File: src/rtl/mips_div_iter.sv
// Iterative radix-2 restoring divider (DIV/DIVU) for the MIPS E stage; raises div_stall while busy.
// Optional `define DIV_EARLY_OUT_EN finishes in one cycle when |b| == 0 or |a| < |b|.
module mips_div_iter #(
  parameter int WIDTH = 32,
  parameter int CNT_W = 6
) (
  input  logic             clk,
  input  logic             resetn,
  input  logic             start,
  input  logic             signed_div,
  input  logic [WIDTH-1:0] a,
  input  logic [WIDTH-1:0] b,
  input  logic             annul,
  input  logic             hold,
  output logic             div_stall,
  output logic             result_valid,
  output logic [WIDTH-1:0] quotient,
  output logic [WIDTH-1:0] remainder
);

  typedef enum logic [1:0] {IDLE, BUSY, DONE} divState_t;

  divState_t        state, stateNext;
  logic [CNT_W-1:0] cnt;
  logic [WIDTH-1:0] divisor, remAcc, quoAcc;
  logic             signQ, signR;
  logic             signQIn, signRIn;
  logic [WIDTH-1:0] absA, absB;
  logic             accept, lastStep, earlyOut;
  logic [WIDTH:0]   shifted, trial;
  logic             trialOk;
  logic [WIDTH-1:0] remNext, quoNext;

  function automatic logic [WIDTH-1:0] applySign(input logic neg, input logic [WIDTH-1:0] v);
    return neg ? (~v + 1'b1) : v;
  endfunction

  assign signQIn  = signed_div & (a[WIDTH-1] ^ b[WIDTH-1]);
  assign signRIn  = signed_div & a[WIDTH-1];
  assign absA     = applySign(signRIn, a);
  assign absB     = applySign(signed_div & b[WIDTH-1], b);
  assign accept   = (state == IDLE) & start & ~annul;
  assign lastStep = (cnt == CNT_W'(WIDTH - 1));

  // Partial remainder is always below the divisor, so bit WIDTH of the trial is its sign.
  assign shifted  = {remAcc, quoAcc[WIDTH-1]};
  assign trial    = shifted - {1'b0, divisor};
  assign trialOk  = ~trial[WIDTH];
  assign remNext  = trialOk ? trial[WIDTH-1:0] : shifted[WIDTH-1:0];
  assign quoNext  = {quoAcc[WIDTH-2:0], trialOk};

`ifdef DIV_EARLY_OUT_EN
  assign earlyOut = (absB == '0) | (absA < absB);
`else
  assign earlyOut = 1'b0;
`endif

  always_ff @(posedge clk or negedge resetn) begin
    if (!resetn) state <= IDLE;
    else         state <= stateNext;
  end

  always_comb begin
    stateNext    = state;
    div_stall    = 1'b0;
    result_valid = 1'b0;
    case (state)
      IDLE: begin
        div_stall = start & resetn;
        if (start) stateNext = earlyOut ? DONE : BUSY;
      end
      BUSY: begin
        div_stall = 1'b1;
        if (lastStep) stateNext = DONE;
      end
      DONE: begin
        result_valid = 1'b1;
        if (!hold) stateNext = IDLE;
      end
      default: stateNext = IDLE;
    endcase
    // A flush of E wins over everything, including a start in the same cycle.
    if (annul) begin
      stateNext    = IDLE;
      div_stall    = 1'b0;
      result_valid = 1'b0;
    end
  end

  always_ff @(posedge clk) begin
    if (accept) begin
      divisor <= absB;
      quoAcc  <= absA;
      remAcc  <= '0;
      signQ   <= signQIn;
      signR   <= signRIn;
    end else if (state == BUSY) begin
      remAcc  <= remNext;
      quoAcc  <= quoNext;
    end
  end

  always_ff @(posedge clk or negedge resetn) begin
    if (!resetn) begin
      cnt       <= '0;
      quotient  <= '0;
      remainder <= '0;
    end else begin
      if (accept)              cnt <= '0;
      else if (state == BUSY)  cnt <= cnt + 1'b1;

      if ((state == BUSY) && lastStep && !annul) begin
        quotient  <= applySign(signQ, quoNext);
        remainder <= applySign(signR, remNext);
      end
`ifdef DIV_EARLY_OUT_EN
      else if (accept && earlyOut) begin
        quotient  <= (absB == '0) ? applySign(signQIn, '1) : '0;
        remainder <= a;
      end
`endif
    end
  end

endmodule

File: config.mk
export PLATFORM = sky130hd
export DESIGN_NAME = mips_div_iter
export DESIGN_NICKNAME = d
export VERILOG_FILES = /design/src/rtl/mips_div_iter.sv
export SDC_FILE = /design/constraint.sdc
export NUM_CORES = 1
export LEC_CHECK = 0
export ABC_AREA = 1
export BUFFER_PORTS_ARGS = -buffer_cell sky130_fd_sc_hd__buf_2
export CELL_PAD_IN_SITES_DETAIL_PLACEMENT = 1
export CELL_PAD_IN_SITES_GLOBAL_PLACEMENT = 1
export CORE_MARGIN = 5
export CORE_UTILIZATION = 25
export CTS_BUF_LIST = sky130_fd_sc_hd__clkbuf_8
export DETAILED_ROUTE_END_ITERATION = 12
export PLACE_DENSITY = 0.5
export SLEW_MARGIN = 10
export SYNTH_ARGS = -nofsm -noshare
export SYNTH_HDL_FRONTEND = slang
export SYNTH_SLANG_ARGS = --single-unit
File: constraint.sdc
create_clock -name clk -period 7.7 [get_ports clk]
set_input_delay 0.77 -clock clk [delete_from_list [all_inputs] [get_ports clk]]
set_output_delay 0.77 -clock clk [all_outputs]
set_load 0.05 [all_outputs]
# == Yosys cells after proc, flatten, opt, wreduce, memory -nomap -nowiden ==
# Cells that the tools add are included.
# W data, S select, Z words.
# word_totals
regBits,170
inputBits,70
out_inout_bits,66
wordCells,58
# op_classes
add_sub_neg,6
n_eq_ne,6
n_mux,18
bitwise,13
n_reduce_logical,6
# ops
cell,n
$mux W32,7
$add A32 B1 Y32 const B,4
$not A32 Y32,4
$sub A33 B32 Y33,1
$mux W6,2
$ne A3 B3 Y1 const B,3
$mux W2,4
$add A6 B1 Y6 const B,1
$and A1 B1 Y1,6
$eq A6 B5 Y1 const B,1
$pmux W2 S3,1
$mux W1,3
$reduce_and A3 Y1,1
$eq A2 B1 Y1 const B,1
$eq A2 B2 Y1 const B,1
$logic_and A1 B1 Y1,2
$logic_not A2 Y1,1
$not A1 Y1,2
$pmux W1 S2,1
$reduce_bool A2 Y1,1
$logic_not A1 Y1,1
$xor A1 B1 Y1,1

# == Depth between registers and ports, before layout ==
# depth
word_depth,5
ltp_mapped,32
ltp_nobuf,30

# == Worst setup path after synthesis ==
# Ideal clock, no wire load.
# synth_timing
kind,reg2reg
startpoint,register divisor[0]
endpoint,register quotient[28]
arrival_time_ns,3.644
required_ns,7.566
setup_slack_ns,3.922
path_stages_with_launch,30
period_less_slack_ns,3.778
path_cell_list,edfxtp_1 > ha_1 > fa_1 > inv_1 > nand2_1 > nand2_1 > nand3_1 > nand2_1 > nand2_1 > nand2_2 > nand2_4 > nand2_4 > nand2_4 > nand2_4 > buf_8 > buf_6 > ha_1 > inv_1 > nor2_1 > nand3_1 > nor3_1 > inv_1 > nor3_1 > nand2_1 > inv_1 > nand3_1 > o21ai_0 > o21ai_0 > xnor2_1 > o21ai_0
# synth_via
elab_chain_len,5
# synth_rtl
element,line_no,source
"start, declared",25,"logic [WIDTH-1:0] divisor, remAcc, quoAcc;"
"start signal, assigned",92,divisor <= absB;
$sub A33 B32 Y33,47,"assign trial = shifted - {1'b0, divisor};"
$not A1 Y1,48,assign trialOk = ~trial[WIDTH];
$not A32 Y32,35,return neg ? (~v + 1'b1) : v;
$add A32 B1 Y32,35,
$mux W32,35,
"end signal, assigned",113,"quotient <= applySign(signQ, quoNext);"
"end, declared",17,"output logic [WIDTH-1:0] quotient,"
# Every way passes these cells.
# A chain may end at the register's enable or synchronous reset.

# == Worst setup path after layout ==
# layout_timing
startpoint,register divisor[0]
endpoint,register quotient[26]
# Same word-level chain as after synthesis.

==> run metrics <==
CP max-delay cell=nand2_4; Fill cells=6102; global-route wire length before repair=68630 um; share of cells above drive strength 1=13.14%; sequential share of power=27.1%; grt total ovfl=0; Switching Share=52.10%; core outline area=48750 sq um; Synth Cell Area=12290 sq um; final setup TNS=0 ns; Worst-Skew Late Latency=0.56 ns; PD cells=322.6 nW/um^2; DR iter-0 viols=556; CTS tree=built; CTS Sinks=170; crit path time final=4.588 ns; Seq/Total Area, Yosys=36.01%; post-synth top area cell=nand2_1; Post-DRT Antenna Nets=0; slowest stage delay, CP=0.42 ns; Clk pin slew, worst setup/hold paths=0.10 ns; maxcap violations=0; Critical Path AT=5.07 ns; hold_ws=0.1128 ns; Total Routing Usage GR=16.47%; Root Driver=clkbuf_8; Synth Area in Simple Gates=33.14%; Die X=231.7 um; initial antenna violation count=2; syn avg cell area=6.933 sq um; largest net degree at the start of global routing=83; drt wl/cell=16.87 um; vias in the first global route=12100; XOR/XNOR share of the synthesized area=7.985%; Post-Syn Nets=1880; Leakage=0.006977 uW; depth of the most critical reg-to-reg path=29; H-tree depth=4; R2R Setup Slk=3.11 ns; largest family of logic cells by synthesized area=simple AND/OR/NAND/NOR gates; routed via count=11460; slew margin rel.=44.31%; routability cong.=0.8321; most used cell, CP=nand2_1; Detailed Place HPWL=35110 um; Mapped Cells=1772; Max Slew Vio Count=0; Critical Path RT=8.18 ns; post-synth cell types=50; CP delay by family, top=simple AND/OR/NAND/NOR gates; fmax=0.2180 GHz; post-synthesis mux area share=0%; Max Buffers Root-to-Sink=2; I/O Buffers=135; Tightest Pin Transition=0.8266 ns; Net Sw Power=2355 uW; final-stage net count=1998; Post-Synth Adder-Cell Area=3.931%; Comb pwr share=58.4%; vias per cell=4.461; CP Max Fanout=42; Die Area=53680 sq um; endpoints failing setup=0; Post-CTS Resized=0; DRC viols=0; Ys Warns=0; area grow syn2layout=14.02%; Setup CP Type=reg -> reg; CP bufs+invs=5; FF-to-FF End=quotient[26]$_DFFE_PN0P_; Post-Route WL=43330 um; worst vdd ir=0.0001596 V; RSZ-0062 raised after global routing=no; Pre-antenna DRT Iters=4; initial core utilization=25.20%; Post-CTS Setup Bufs=0; final hold vios=0; endpoint class of the critical path=flop; io pins=136; chip height=231.7 um; Seq cells post-synth=170; Rows=81; Synth Area in Compound Gates=9.390%; worst r2r src=divisor[0]$_DFFE_PP_; Internal=2165 uW; crit start category=flop; worst min-delay path class=in -> async; Hold-fix buffers, CTS=0; Synth area leaders=nand2_1 (17%), edfxtp_1 (16%), dfrtp_1 (15%), inv_1 (7.5%), dfxtp_1 (5.2%); skew final=0.01735 ns; Num CTS Buffers=17; status=finished clean; power share of the clock group=14.5%; top-area cell type share of the netlist area=16.99%; final worst-path cycle share=59.59%
## cell families (layout without fill, tap and decap cells)
logic type               count (synthesis)  after routing
flip-flops                             170            170
other                                    0              1
XOR/XNOR                               112            112
adder cells (fa/ha/maj)                 38             38
buffers and inverters                  295            426
AND/OR/NAND/NOR                        953            953
AO/OA/AOI/OAI                          204            204
## how the worst max path moves through the flow
stage,startpoint,endpoint,slack [ns],depth (start not counted)
after floorplan,divisor[0]$_DFFE_PP_,quotient[28]$_DFFE_PN0P_,3.92,29
after global placement,divisor[0]$_DFFE_PP_,quotient[26]$_DFFE_PN0P_,3.25,29
after detailed placement,divisor[0]$_DFFE_PP_,quotient[26]$_DFFE_PN0P_,3.13,29
after CTS,divisor[0]$_DFFE_PP_,quotient[26]$_DFFE_PN0P_,3.10,29
after global routing,quoAcc[31]$_DFFE_PP_,quotient[26]$_DFFE_PN0P_,2.58,30
final,divisor[0]$_DFFE_PP_,quotient[26]$_DFFE_PN0P_,3.11,29
## cells in the final DEF, fill, tap and decap left out, types with 3 or more instances in the layout
master,synthesis,routed
nand3_2,5,5
a21oi_2,5,5
nand4_1,23,23
inv_2,5,6
dfxtp_1,32,32
nand3_1,103,103
xor2_1,59,59
clkinv_2,0,6
buf_4,1,10
nand2_4,7,7
a31oi_1,7,7
nor3_1,25,25
nand2_2,30,32
or2_2,5,5
nand2_1,556,554
ha_1,37,37
dfrtp_1,72,72
xnor2_1,53,53
inv_1,245,246
clkbuf_8,0,17
nor2_1,167,166
nor2_2,6,7
clkinv_4,0,4
o21ai_2,5,5
edfxtp_1,66,66
buf_2,1,134
o21ai_0,100,100
a21oi_1,34,34
o22ai_1,31,31
o21ai_1,8,8
nor4_1,9,9
o31ai_1,3,3
nand3b_1,8,8
## synthesized netlist by cell type (all sizes together)
cell    number
or2          6
o211a        1
o21bai       2
a31oi        7
nor3b        1
ha          37
clkbuf      33
o22ai       31
o211ai       2
o31ai        3
and3         2
nand3      108
a22oi        1
nand2      593
nor2       174
edfxtp      66
nand4       23
buf         12
a21o         2
o21a         1
and2         3
dfrtp       72
dfxtp       32
fa           1
xor2        59
o21ai      113
nor4         9
nor3        26
nand3b       8
a21oi       40
inv        250
o41ai        1
xnor2       53
## power groups by stage
| stage | clock network [uW] | registers (uW) | logic [uW] |
|---|---|---|---|
| finish | 655 | 1220 | 2640 |
| global route | 726 | 1240 | 3010 |
| CTS | 694 | 1230 | 2700 |
| detailed placement | 0 | 1250 | 2690 |
| global placement | 0 | 1250 | 2660 |
| floorplan | 0 | 1220 | 1940 |
## routing by layer
| metal | wire (um) | GRT usage (%) | vias up |
|---|---|---|---|
| li1 | - | - | 5885 |
| met1 | 20140 | 21.05 | 5425 |
| met2 | 21350 | 28.59 | 113 |
| met5 | 0 | 0 | - |
| met3 | 1025 | 2.536 | 34 |
| met4 | 822 | 5.244 | 0 |
## flip-flops by register name, indices dropped and copies added, names as in the netlist
name,count
quoAcc,32
signQ,1
remainder,32
cnt,6
remAcc,32
state,2
signR,1
quotient,32
divisor,32
## metrics by stage
step	worst slack, ns	utilization (%)	instance area [sq um]	total power (uW)	cells
floorplan	3.922	-	12290	3156	1772
global placement	3.255	27.97	13640	3908	2535
CTS	3.099	28.73	14010	4623	2567
global route	2.580	28.74	14010	4972	2568
finish	3.112	28.74	14010	4519	2568
detailed placement	3.129	27.97	13640	3937	2535
## final cells by class
cell class | count | area [sq um] | share of cell area, %
multi-input cells | 1307 | 6696 | 47.80
clock inverters | 15 | 136.4 | 0.9736
repair buffers | 144 | 745.7 | 5.323
flip-flops and latches | 170 | 4424 | 31.58
clock buffers | 17 | 234.0 | 1.670
well taps | 664 | 830.8 | 5.931
inverters | 250 | 938.4 | 6.699
diodes | 1 | 2.502 | 0.01786
Note: power is estimated with default switching activity, not from simulation.
